--- config.mk ---
export PLATFORM = sky130hd
export DESIGN_NAME = io_interface_flat
export DESIGN_NICKNAME = d
export VERILOG_FILES = /design/src/rtl/io_interface_if.sv /design/src/rtl/io_interface.sv /design/src/flat_wrapper.sv
export SDC_FILE = /design/constraint.sdc
export NUM_CORES = 1
export LEC_CHECK = 0
export ABC_AREA = 1
export CORE_ASPECT_RATIO = 1.75
export CORE_MARGIN = 1.5
export CORE_UTILIZATION = 47
export CTS_BUF_LIST = sky130_fd_sc_hd__clkbuf_8 sky130_fd_sc_hd__clkbuf_16
export CTS_CLUSTER_DIAMETER = 60
export CTS_CLUSTER_SIZE = 20
export DETAILED_ROUTE_END_ITERATION = 8
export PLACE_DENSITY = 0.75
export RECOVER_POWER = 25
export REMOVE_ABC_BUFFERS = 1
export SYNTH_ARGS = -nofsm -noshare
export SYNTH_HDL_FRONTEND = slang
export SYNTH_SLANG_ARGS = --single-unit
--- constraint.sdc ---
create_clock -name CLK -period 2.15 [get_ports CLK]
set_clock_uncertainty 0.15 [all_clocks]
set_input_delay 0.3225 -clock CLK [delete_from_list [all_inputs] [get_ports CLK]]
set_output_delay 0.3225 -clock CLK [all_outputs]
set_load 0.02 [all_outputs]
--- src/rtl/io_interface_if.sv ---
// -----------------------------------------------------------------------------
// io_interface_if
// Device-side bundle of the programmed-I/O stage: a valid/ready input channel
// (keyboard -> input FIFO) and a valid/ready output channel (OUTR -> printer).
//
// Signals:
//   dev_in_data   [7:0]  keyboard byte               (device -> stage)
//   dev_in_valid         keyboard byte present       (device -> stage)
//   dev_in_ready         FIFO can accept a byte      (stage  -> device)
//   dev_out_data  [7:0]  OUTR contents               (stage  -> device)
//   dev_out_valid        OUTR byte offered           (stage  -> device)
//   dev_out_ready        printer accepts the byte    (device -> stage)
//
// Modports:
//   master : the device side (keyboard/printer model)
//   slave  : the io_interface block
// -----------------------------------------------------------------------------
interface io_interface_if;
   logic [7:0] dev_in_data;
   logic       dev_in_valid;
   logic       dev_in_ready;
   logic [7:0] dev_out_data;
   logic       dev_out_valid;
   logic       dev_out_ready;

   modport master (
      output dev_in_data,
      output dev_in_valid,
      input  dev_in_ready,
      input  dev_out_data,
      input  dev_out_valid,
      output dev_out_ready
   );

   modport slave (
      input  dev_in_data,
      input  dev_in_valid,
      output dev_in_ready,
      output dev_out_data,
      output dev_out_valid,
      input  dev_out_ready
   );
endinterface : io_interface_if

--- src/rtl/io_interface.sv ---
// -----------------------------------------------------------------------------
// io_interface
// Programmed-I/O stage of the basic computer. Owns the input register INPR
// (head of a small keyboard FIFO), the output register OUTR and the FGI/FGO
// flags consumed by the control unit for SKI/SKO and interrupt entry.
//
// Parameters:
//   IN_DEPTH  input FIFO entries, power of two, 2..16
//   OUT_GAP   idle cycles after an output handshake before FGO reasserts
//
// Ports:
//   CLK        system clock, rising edge
//   rst        asynchronous active-low reset
//   AC_lo      AC[7:0], source for OUT
//   INP        execute strobe: pop FIFO head (control unit loads INPR into AC)
//   OUT        execute strobe: OUTR <- AC_lo, FGO <- 0
//   dev        device-side valid/ready channels (slave modport)
//   INPR       FIFO head, mem[rd_ptr]
//   FGI        input flag, FIFO non-empty
//   FGO        output flag, OUTR free
//   in_level   FIFO occupancy
//   io_err     sticky misuse flag (INP while FGI=0, OUT while FGO=0)
// -----------------------------------------------------------------------------
module io_interface #(
   parameter int IN_DEPTH = 4,
   parameter int OUT_GAP  = 2
) (
   input  logic                        CLK,
   input  logic                        rst,
   input  logic [7:0]                  AC_lo,
   input  logic                        INP,
   input  logic                        OUT,
   io_interface_if.slave               dev,
   output logic [7:0]                  INPR,
   output logic                        FGI,
   output logic                        FGO,
   output logic [$clog2(IN_DEPTH):0]   in_level,
   output logic                        io_err
);

   localparam int PW = $clog2(IN_DEPTH);
   localparam int LW = PW + 1;
   localparam int GW = (OUT_GAP > 1) ? $clog2(OUT_GAP) : 1;

   typedef enum logic [1:0] {
      O_IDLE,
      O_SEND,
      O_GAP
   } o_state_t;

   // ---------------------------------------------------------------------------
   // Input FIFO
   // ---------------------------------------------------------------------------
   logic [7:0]    r_mem [IN_DEPTH];
   logic [PW-1:0] r_wr_ptr;
   logic [PW-1:0] r_rd_ptr;
   logic [LW-1:0] r_level;
   logic          r_fgi;

   logic          w_in_ready;
   logic          w_push;
   logic          w_pop;
   logic          w_in_err;
   logic [LW-1:0] w_level_nxt;

   assign w_in_ready = (r_level != LW'(IN_DEPTH));
   assign w_push     = dev.dev_in_valid & w_in_ready;
   // A pop is only legal against the registered flag; INP on an empty FIFO is
   // flagged even when a push lands on the same edge.
   assign w_pop      = INP & r_fgi;
   assign w_in_err   = INP & ~r_fgi;

   always_comb begin
      // NOTE: every always_comb output gets a default first so no path can
      // leave it unassigned and infer a latch.
      w_level_nxt = r_level;
      case ({w_push, w_pop})
         2'b10:   w_level_nxt = r_level + LW'(1);
         2'b01:   w_level_nxt = r_level - LW'(1);
         default: w_level_nxt = r_level;
      endcase
   end

   // NOTE: sequential state uses non-blocking assignments so every register
   // samples pre-edge values regardless of statement order.
   always_ff @(posedge CLK or negedge rst) begin
      if (!rst) begin
         // NOTE: the storage is reset because INPR exposes mem[rd_ptr] directly
         // and must read 0 out of reset; at this depth the cost is trivial.
         for (int i = 0; i < IN_DEPTH; i++) r_mem[i] <= '0;
         r_wr_ptr <= '0;
         r_rd_ptr <= '0;
         r_level  <= '0;
         r_fgi    <= 1'b0;
      end else begin
         if (w_push) begin
            r_mem[r_wr_ptr] <= dev.dev_in_data;
            r_wr_ptr        <= r_wr_ptr + PW'(1);   // power-of-two depth wraps
         end
         if (w_pop) r_rd_ptr <= r_rd_ptr + PW'(1);
         r_level <= w_level_nxt;
         r_fgi   <= (w_level_nxt != '0);
      end
   end

   assign INPR             = r_mem[r_rd_ptr];
   assign FGI              = r_fgi;
   assign in_level         = r_level;
   assign dev.dev_in_ready = w_in_ready;

   // ---------------------------------------------------------------------------
   // Output FSM
   // ---------------------------------------------------------------------------
   o_state_t      r_state;
   o_state_t      w_next_state;
   logic [GW-1:0] r_gap_cnt;
   logic [GW-1:0] w_gap_nxt;
   logic [7:0]    r_outr;
   logic          w_outr_load;
   logic          w_out_err;

   always_comb begin
      w_next_state = r_state;
      w_gap_nxt    = r_gap_cnt;
      w_outr_load  = 1'b0;
      w_out_err    = 1'b0;
      case (r_state)
         O_IDLE: begin
            if (OUT) begin
               w_outr_load  = 1'b1;
               w_next_state = O_SEND;
            end
         end
         O_SEND: begin
            w_out_err = OUT;
            if (dev.dev_out_ready) begin
               if (OUT_GAP == 0) begin
                  w_next_state = O_IDLE;
               end else begin
                  w_next_state = O_GAP;
                  w_gap_nxt    = GW'(OUT_GAP - 1);
               end
            end
         end
         O_GAP: begin
            w_out_err = OUT;
            if (r_gap_cnt == '0) w_next_state = O_IDLE;
            else                 w_gap_nxt    = r_gap_cnt - GW'(1);
         end
         default: w_next_state = O_IDLE;
      endcase
   end

   always_ff @(posedge CLK or negedge rst) begin
      if (!rst) begin
         r_state   <= O_IDLE;
         r_gap_cnt <= '0;
         r_outr    <= '0;
      end else begin
         r_state   <= w_next_state;
         r_gap_cnt <= w_gap_nxt;
         if (w_outr_load) r_outr <= AC_lo;
      end
   end

   // FGO is high exactly in O_IDLE: it drops on the OUT edge and returns on the
   // edge that re-enters O_IDLE, which is the handshake edge when OUT_GAP=0.
   assign FGO               = (r_state == O_IDLE);
   assign dev.dev_out_valid = (r_state == O_SEND);
   assign dev.dev_out_data  = r_outr;

   // ---------------------------------------------------------------------------
   // Sticky misuse flag
   // ---------------------------------------------------------------------------
   logic r_io_err;

   always_ff @(posedge CLK or negedge rst) begin
      if (!rst)                        r_io_err <= 1'b0;
      else if (w_in_err || w_out_err) r_io_err <= 1'b1;
   end

   assign io_err = r_io_err;

endmodule : io_interface

--- src/flat_wrapper.sv ---
// flat-port wrapper written by rule: the top's interface ports become plain ports
module io_interface_flat 
#(
   parameter int IN_DEPTH = 4,
   parameter int OUT_GAP  = 2
)
  (CLK, rst, AC_lo, INP, OUT, INPR, FGI, FGO, in_level, io_err, dev_dev_in_data, dev_dev_in_valid, dev_dev_in_ready, dev_dev_out_data, dev_dev_out_valid, dev_dev_out_ready);
  io_interface_if dev_i ();
  input  logic CLK;
  input  logic rst;
  input  logic [7:0] AC_lo;
  input  logic INP;
  input  logic OUT;
  output logic [7:0] INPR;
  output logic FGI;
  output logic FGO;
  output logic [$clog2(IN_DEPTH):0] in_level;
  output logic io_err;
  input wire logic [$bits(dev_i.dev_in_data)-1:0] dev_dev_in_data;
  input wire logic [$bits(dev_i.dev_in_valid)-1:0] dev_dev_in_valid;
  output wire logic [$bits(dev_i.dev_in_ready)-1:0] dev_dev_in_ready;
  output wire logic [$bits(dev_i.dev_out_data)-1:0] dev_dev_out_data;
  output wire logic [$bits(dev_i.dev_out_valid)-1:0] dev_dev_out_valid;
  input wire logic [$bits(dev_i.dev_out_ready)-1:0] dev_dev_out_ready;
  assign dev_i.dev_in_data = dev_dev_in_data;
  assign dev_i.dev_in_valid = dev_dev_in_valid;
  assign dev_dev_in_ready = dev_i.dev_in_ready;
  assign dev_dev_out_data = dev_i.dev_out_data;
  assign dev_dev_out_valid = dev_i.dev_out_valid;
  assign dev_i.dev_out_ready = dev_dev_out_ready;
  io_interface #(.IN_DEPTH(IN_DEPTH), .OUT_GAP(OUT_GAP)) u_core (.CLK(CLK), .rst(rst), .AC_lo(AC_lo), .INP(INP), .OUT(OUT), .dev(dev_i), .INPR(INPR), .FGI(FGI), .FGO(FGO), .in_level(in_level), .io_err(io_err));
endmodule
# After elaboration in Yosys (flattened, before gate mapping)
# Cells that the tools add are included.
# word_totals
reg_bits	52
latchBits	0
ram_bits	0
rom_bits	0
output_inout_bits	24
elab_cells	59
memories	0
# classes
addsub	5
n_mul	0
n_div	0
magnitude_cmp	3
eq_ne	8
n_shift	0
n_mux	17
bitwise_logic	6
reduce_logical	8
# op_table
operator	n
$bwmux W32	1
$mux W8	3
$bmux W8 S2	1
$demux W8 S2	1
$ge A3 B3 Y1 const B	2
$mux W2	3
$not A2 Y3	2
$pmux W2 S3	1
$pmux W3 S2	1
$mux W1	5
$add A2 B1 Y2 const B	2
$eq A2 B1 Y1 const B	2
$eq A2 B2 Y1 const B	2
$ne A2 B2 Y1 const B	2
$add A3 B1 Y3 const B	1
$and A1 B1 Y1	3
$lt A3 B1 Y1 const B	1
$ne A3 B3 Y1 const B	1
$reduce_and A3 Y1	1
$reduce_bool A3 Y1	1
$sub A3 B1 Y3 const B	1
$logic_not A2 Y1	1
$ne A2 B1 Y1 const B	1
$pmux W1 S2	1
other kinds (7)	7

# Longest topological paths before layout
# Gate-level depths: netlist (run 1).
# depth
word_depth	6
ltp_mapped	11

# Worst setup path before layout (run 1)
# OpenSTA, ideal clock, no wires.
# synth_path
path_kind	register to register
from	reg u_core.r_level[0], in the netlist u_core.in_level[0]
to	reg u_core.r_fgi, in the netlist u_core.FGI
setup_time_ns	0.126
arrival_ns	1.842
t_required_ns	1.874
setup_slack_ns	0.033
stages_incl_launch_ff	11
period_less_slack_ns	2.117
cell_sequence	dfrtp_1 > nor2_2 > nand2_2 > buf_8 > nand2_1 > ha_1 > fa_1 > nand2_1 > nand2_1 > nor2_1 > nand3_1
# synth_between
elab_chain_len	5
# synth_lines
element	line	text
start: declaration	io_interface.sv:57	logic [LW-1:0] r_level;
start signal: assignment	io_interface.sv:101	r_level <= w_level_nxt;
$ne A3 B3 Y1	io_interface.sv:66	assign w_in_ready = (r_level != LW'(IN_DEPTH));
$and A1 B1 Y1	io_interface.sv:67	assign w_push = dev.dev_in_valid & w_in_ready;
$eq A2 B1 Y1 or $eq A2 B2 Y1 (tied branches)	io_interface.sv:77	case ({w_push, w_pop})
$pmux W3 S2 *	io_interface.sv:77	
named net u_core.w_level_nxt[1]	io_interface.sv:64	logic [LW-1:0] w_level_nxt;
$reduce_bool A3 Y1 *	io_interface.sv:102	r_fgi <= (w_level_nxt != '0);
end signal: assignment	io_interface.sv:102	
end: declaration	io_interface.sv:58	logic r_fgi;
# The timed path passes the listed nets; every way through them passes the cells marked *.
# A chain may end at the register's enable or synchronous reset.

# Worst setup path after layout (run 1)
# layout_path
from	reg u_core.r_state[0]
to	out FGO
# layout_between
elab_chain_len	1
# layout_lines
element	line	text
start: declaration	io_interface.sv:114	o_state_t r_state;
start signal: assignment	io_interface.sv:160	r_state <= w_next_state;
$logic_not A2 Y1	io_interface.sv:168	assign FGO = (r_state == O_IDLE);
end: declaration	flat_wrapper.sv:16	output logic FGO;
# No other way between the ends.

==> results.yml, run 1 <==
outcome:
  status: "complete, no violations"
clock_network:
  cts.sinks: 52
  cts_max_path_buffers: 2
  cts_tree: "done"
  cts_setup_buffers: 0
  clock_latency_ns: 0.31
  numCtsBuffers: 5
  cts.htree.levels: 2
  clkSlewWorstSetupHoldPaths_ns: 0.09
  cts-root-buf: "clkbuf_8"
critical_path:
  worst_setup_path_end_kind: "output port"
  critPathMaxFanout: 3
  worst-r2r-setup-slack_ns: 0.16
  cp-start-kind: "register"
  critPathKind: "reg2out"
  crit_path_start: "u_core.r_state[0]"
  required_ns: 1.68
  rr_startpoint: "u_core.in_level[1]"
  arrival_ns: 1.60
timing:
  fin_crit_sh_pct: 96.2
  holdWs_ns: 0.319
  hold_viol_final: 0
  rsz0062_at_grt: "true"
  layout_setup_ws_ns: 0.0815
  period_minus_slack_ns: 2.07
  clock.fmax_mhz: 483
  slew_viol_final: 0
  tightest_slew_ns: 1.27
  slew_headroom_pct: 15.0
  setup_viol: 0
layout:
  utilization_pct: 60.8
  num_antenna_cells: 0
  areaGrowthSynthToFinish_pct: 22.9
  fin_nets: 391
  n_fill_cell: 484
  drive_above_1_share_pct: 8.59
  final_common_cell: "nand2_1"
  layout_common_cells: "nand2_1 (104), dfrtp_1 (52), clkdlybuf4s50_1 (34), nand4_1 (33), nor2_1 (28)"
detailed_routing:
  viasPerCell: 5.23
  drt_iter0_markers: 88
  dr.pass1.iters: 4
  num_vias: 2273
  wl_per_cell_um: 13.6
  postRouteAntennaNets: 0
  routed_wl_um: 5920
  route.detailed.drc: 0
yosys:
  synth_area_leaders: "dfrtp_1 (50%), nand2_1 (15%), nand4_1 (7.9%)"
  synthCells: 312
  ys_types: 22
  yosys_register_bits: 52
  syn-cell-area_mm2: 0.00262
  ys_seq_area_share_pct: 49.7
  avgSynthCellArea_um2: 8.40
  yosys.area.top_type_share_pct: 49.7
  synth_top_area_cell: "dfrtp_1"
  synth_warnings: 0
job:
  maxCapViolations: 0
die:
  initial_core_util_pct: 49.4
  design.die.area_mm2: 0.00605
  core-area_mm2: 0.00530
  dieHeight_um: 102
  rows: 35
  ios: 46
  die_w_um: 59.4
placement:
  dp_hpwl_um: 4030
  post-place-ws_ns: -0.0278
  numPortBuffers: 45
  gp_routability_congestion: 0.808
global_routing:
  grtUsageTotal_pct: 21.7
  grt_pass1_vias: 2140
  grt-ovfl-total: 0
  grt_first_pass_wirelength_um: 9830
  antenna_found_initial: 0
  grt_max_degree: 53
pwr:
  power_leakage_nw: 1.64
  irDropWorstVdd_mv: 0.934
  power_density_mw_per_mm2: 1530
hold_path:
  hp-start: "u_core.r_mem[7]"
  hp-class: "reg2reg"
==> critical path: stages, from the launching register on <==
cell,delay [ns]
dfrtp_1,0.42
inv_1,0.09
ha_1,0.17
clkdlybuf4s50_1,0.60
==> cells by family (layout without fill, tap and decap cells) <==
| logic type | after synthesis | count (layout) | share of synthesized area, % |
|---|---|---|---|
| buf+inv | 37 | 86 | 8.50 |
| flops | 52 | 52 | 49.7 |
| compound gates | 29 | 29 | 5.54 |
| simple gates | 184 | 184 | 31.4 |
| fa+ha+maj | 9 | 9 | 4.58 |
| xor+xnor | 1 | 1 | 0.334 |
==> power breakdown <==
| group | switching [W] | leakage, nW | internal (W) |
|---|---|---|---|
| combinational | 0.00155 | 0.940 | 0.00101 |
| clock | 0.000317 | 0.0593 | 0.000341 |
| sequential | 0.000271 | 0.640 | 0.00143 |
| total | 0.00214 | 1.64 | 0.00278 |
==> final timing paths <==
path	end	cells after the start
hold / removal	u_core.r_mem[7]	2
min in group asynchronous	u_core.r_gap_cnt	3
setup reg to reg	u_core.FGI	9
hold reg to reg	u_core.r_mem[7]	2
setup / recovery	FGO	3
max in group asynchronous	u_core.r_mem[29]	3
==> flip-flops by register name, summed over array words and instances (netlist names), 2 cells and up <==
signal and count:
u_core.dev.dev_out_data 8, u_core.in_level 3, u_core.r_mem 32, u_core.r_rd_ptr 2
u_core.r_state 2, u_core.r_wr_ptr 2
==> through the flow <==
stage,std cells,total power (W),TNS [ns],cell area (um^2)
6_report,435,0.00492,0,3220
5_1_grt,435,0.00534,-0.00630,3220
4_1_cts,435,0.00495,0,3220
3_5_place_dp,426,0.00439,-0.0278,3120
3_3_place_gp,426,0.00434,-0.0160,3120
2_1_floorplan,294,0.00321,-0.711,2470
==> final cells by class <==
type                    instances  area, um^2  share of cell area, %
clock buffers                   5        68.8                   2.14
repair buffers                 59         549                   17.1
inverters                      19        73.8                   2.29
flip-flops and latches         52        1300                   40.4
well taps                      74        92.6                   2.87
multi-input cells             223        1100                   34.0
clock inverters                 3        38.8                   1.20
==> what timing repair did <==
action,CTS,global route
hold endpoints to repair,23,0
resized for setup,8,18
endpoints found under the setup margin,8,9
hold buffers,1,0
pin swaps,0,0
==> Yosys cell counts (all sizes together) <==
library cell / n
o21ai: 28
ha: 8
nand3: 17
nor2: 29
nand2: 105
a21oi: 1
inv: 19
dfrtp: 52
buf: 18
xor2: 1
nand4: 33
fa: 1
==> layer usage <==
metal	global-route usage (%)	wire, um	part of all wire, %	vias up
met5	0	0	0	-
met2	37.8	3150	53	51
li1	-	-	-	1120
met3	3.58	223	3.8	7
met4	9.62	109	1.8	0
met1	25.5	2430	41	1095
Note: power is estimated with default switching activity, not from simulation.
==> run 2: changes to the inputs <==
Settings changed: ABC_AREA 1 to unset, GPL_ROUTABILITY_DRIVEN set to 0, PLACE_DENSITY 0.75 to 0.76.
==> run 2 against run 1 <==
  * The run now ends with design-rule violations, negative setup slack left
  * Fmax down 6.0%
  * Hold slack better by 0.032 ns
  * Design area down 2.7%
  * Sequential share of layout area up 1.2 points
  * Power up 2.0%
  * Combinational power up 4%
  * Synthesized cell count down 51%
  * Die area down 4.6%
  * Critical path depth up 4
  * Critical endpoint is now u_core.FGI
==> results.yml, run 2 <==
outcome:
  status: "complete, but fails checks"
  violations: "design-rule violations, negative setup slack"
critical_path:
  critPathMaxFanout: 2
  rr_startpoint: "u_core.in_level[1]"
  crit_slowest_cell: "or3b_4"
  r2r-end: "u_core.FGI"
  slowest_delay_ns: 0.42
  critPathKind: "reg2reg"
  crit_family: "simple AND/OR/NAND/NOR gates"
  r2r_cells: 7
  worst-r2r-setup-slack_ns: -0.05
  arrival_ns: 2.23
  required_ns: 2.18
  cp-start-kind: "register"
  worst_setup_path_end_kind: "register"
  path_buf_inv: 0
  crit_path_cell_trace: "or3b_4, nand2_4, ha_4, fa_1, mux2_4, nor2_2, o211ai_1"
timing:
  rsz0062_at_grt: "true"
  tightest_slew_ns: 1.27
  period_minus_slack_ns: 2.20
  hold_viol_final: 0
  layout_setup_ws_ns: -0.0509
  slew_viol_final: 0
  fin_crit_sh_pct: 102
  setup_viol: 1
  slew_headroom_pct: 15.3
  clock.fmax_mhz: 454
  holdWs_ns: 0.351
detailed_routing:
  routed_wl_um: 4950
  num_vias: 1468
  wl_per_cell_um: 18.5
  dr.pass1.iters: 6
  viasPerCell: 5.50
  drt_iter0_markers: 34
  route.detailed.drc: 3
  postRouteAntennaNets: 0
layout:
  num_antenna_cells: 0
  final_common_cell: "dfrtp_1"
  layout_common_cells: "dfrtp_1 (51), mux2_4 (33), clkdlybuf4s50_1 (33), buf_4 (12), mux2_2 (10)"
  n_fill_cell: 396
  areaGrowthSynthToFinish_pct: 25.6
  regMostFlops: "u_core.r_mem"
  fin_nets: 243
  largest_reg_flops: 32
  drive_above_1_share_pct: 41.3
  fin_cells: 267
pwr:
  seqPwrFrac_pct: 35.7
  power_switching_w: 0.00176
  intPower_w: 0.00326
  p_sw_share_pct: 35.1
  irDropWorstVdd_mv: 0.757
  p_comb_share_pct: 53.1
  power_leakage_nw: 1.42
  power_w: 0.00502
  power_density_mw_per_mm2: 1600
  clkPwrFrac_pct: 11.2
yosys:
  synth_edf_count: 0
  synthTopCellsByCount: "dfrtp_1 (52), mux2_4 (32), mux2_2 (11)"
  synthCells: 153
  yosys_register_bits: 52
  synth.most_common_cell: "dfrtp_1"
  synth_top_area_cell: "dfrtp_1"
  ys_seq_area_share_pct: 52.2
  synthFlopType: "dfrtp_1"
  synth_area_leaders: "dfrtp_1 (52%), mux2_4 (19%), mux4_2 (7.2%)"
  syn-cell-area_mm2: 0.00249
  ys_types: 26
  avgSynthCellArea_um2: 16.3
  synth_warnings: 0
  async_flop_share_pct: 100
  yosys.area.top_type_share_pct: 52.2
placement:
  post-place-ws_ns: -0.246
  dp_hpwl_um: 3570
  numPortBuffers: 45
  dp.cells: 256
clock_network:
  clkSlewWorstSetupHoldPaths_ns: 0.09
  cts_tree: "done"
  cts-root-buf: "clkbuf_8"
  cts.htree.levels: 2
  numCtsBuffers: 5
  clock_latency_ns: 0.30
  cts.sinks: 52
  cts_max_path_buffers: 2
die:
  ios: 46
  design.die.area_mm2: 0.00577
  core-area_mm2: 0.00502
  rows: 34
  die_w_um: 58.1
  initial_core_util_pct: 49.7
  dieHeight_um: 99.4
hold_path:
  hp-class: "reg2reg"
  hp-start: "u_core.io_err"
  whs_path_depth: 1
  holdPathEnd: "u_core.io_err"
global_routing:
  grt-ovfl-total: 0
  grt_pass1_vias: 1686
  grtUsageTotal_pct: 19.3
  antenna_found_initial: 0
  grt_max_degree: 53
  grt_first_pass_wirelength_um: 8370
job:
  maxCapViolations: 0
run 2: changes by cell type in the layout (fill, tap and decap cells not counted), sizes merged, moves of 12 or more:
cell   before  now
nand2     105    4
o21ai      28    3
inv        20    8
mux2        0   43
nand3      17    0
nand4      33    0
nor2       29    1
run 2: timing repair:
action / in CTS / in global routing
buffers inserted: 0 / 2
resized for setup: 21 / 13
endpoints found under the hold margin: 11 / 0
hold buffers: 1 / 0
pin swaps: 0 / 4
setup endpoints to repair: 11 / 10
run 2: power by group through the flow:
stage / Combinational [W] / Clock [W] / Sequential [W]
after floorplan: 0.00162 / 0 / 0.00190
after global placement: 0.00268 / 0 / 0.00175
after detailed placement: 0.00279 / 0 / 0.00180
after CTS: 0.00273 / 0.000579 / 0.00179
after global routing: 0.00287 / 0.000608 / 0.00185
final: 0.00267 / 0.000562 / 0.00179
run 2: metal layers:
layer	share of wire, %	global-route usage [%]	wire length (um)
met5	0	0	0
met4	2.3	8.77	115
met3	3.2	4.16	160
met2	56	33.7	2770
met1	38	22.0	1900
run 2: how the worst max path moves through the flow:
stage / start / endpoint / slack, ns / cells past startpoint
detailed placement: INP / u_core.FGI / -0.25 / 7
floorplan: u_core.in_level[0] / u_core.FGI / -0.41 / 7
global placement: INP / u_core.FGI / -0.16 / 7
CTS: u_core.in_level[0] / u_core.FGI / -0.08 / 7
global route: u_core.in_level[1] / u_core.FGI / -0.13 / 7
finish: u_core.in_level[1] / u_core.FGI / -0.05 / 7
run 2: worst reg2reg max path, delay by kind of cell (launching register included):
family	cells	cell delay, ns
mux	1	0.30
simple gates	3	0.59
compound gates	1	0.09
flops	1	0.39
fa+ha+maj	2	0.56
run 2: cell families (layout without fill, tap and decap cells):
family	after synthesis	in the layout	synth area share, %
AO/OA/AOI/OAI	8	8	2.21
buffers and inverters	13	73	3.51
flip-flops	52	52	52.2
adder cells (fa/ha/maj)	9	9	4.81
XOR/XNOR	5	5	1.76
multiplexers	51	51	31.4
AND/OR/NAND/NOR	15	15	4.11
run 2: cell type report:
cell class / count / area [um^2] / area share, %
Inverter: 6 / 22.5 / 0.719
Sequential cell: 52 / 1300 / 41.6
Multi-Input combinational cell: 88 / 1130 / 36.2
Clock buffer: 6 / 82.6 / 2.64
Tap cell: 54 / 67.6 / 2.16
Clock inverter: 2 / 7.51 / 0.240
Timing Repair Buffer: 59 / 515 / 16.5
run 2: stage by stage:
step                utilization, %  setup TNS [ns]  instance area (um^2)
floorplan                        -          -0.786                  2430
global placement              60.3          -0.252                  3030
detailed placement            60.3          -0.453                  3030
CTS                           62.6         -0.0825                  3140
global route                  62.4          -0.225                  3130
finish                        62.4         -0.0509                  3130
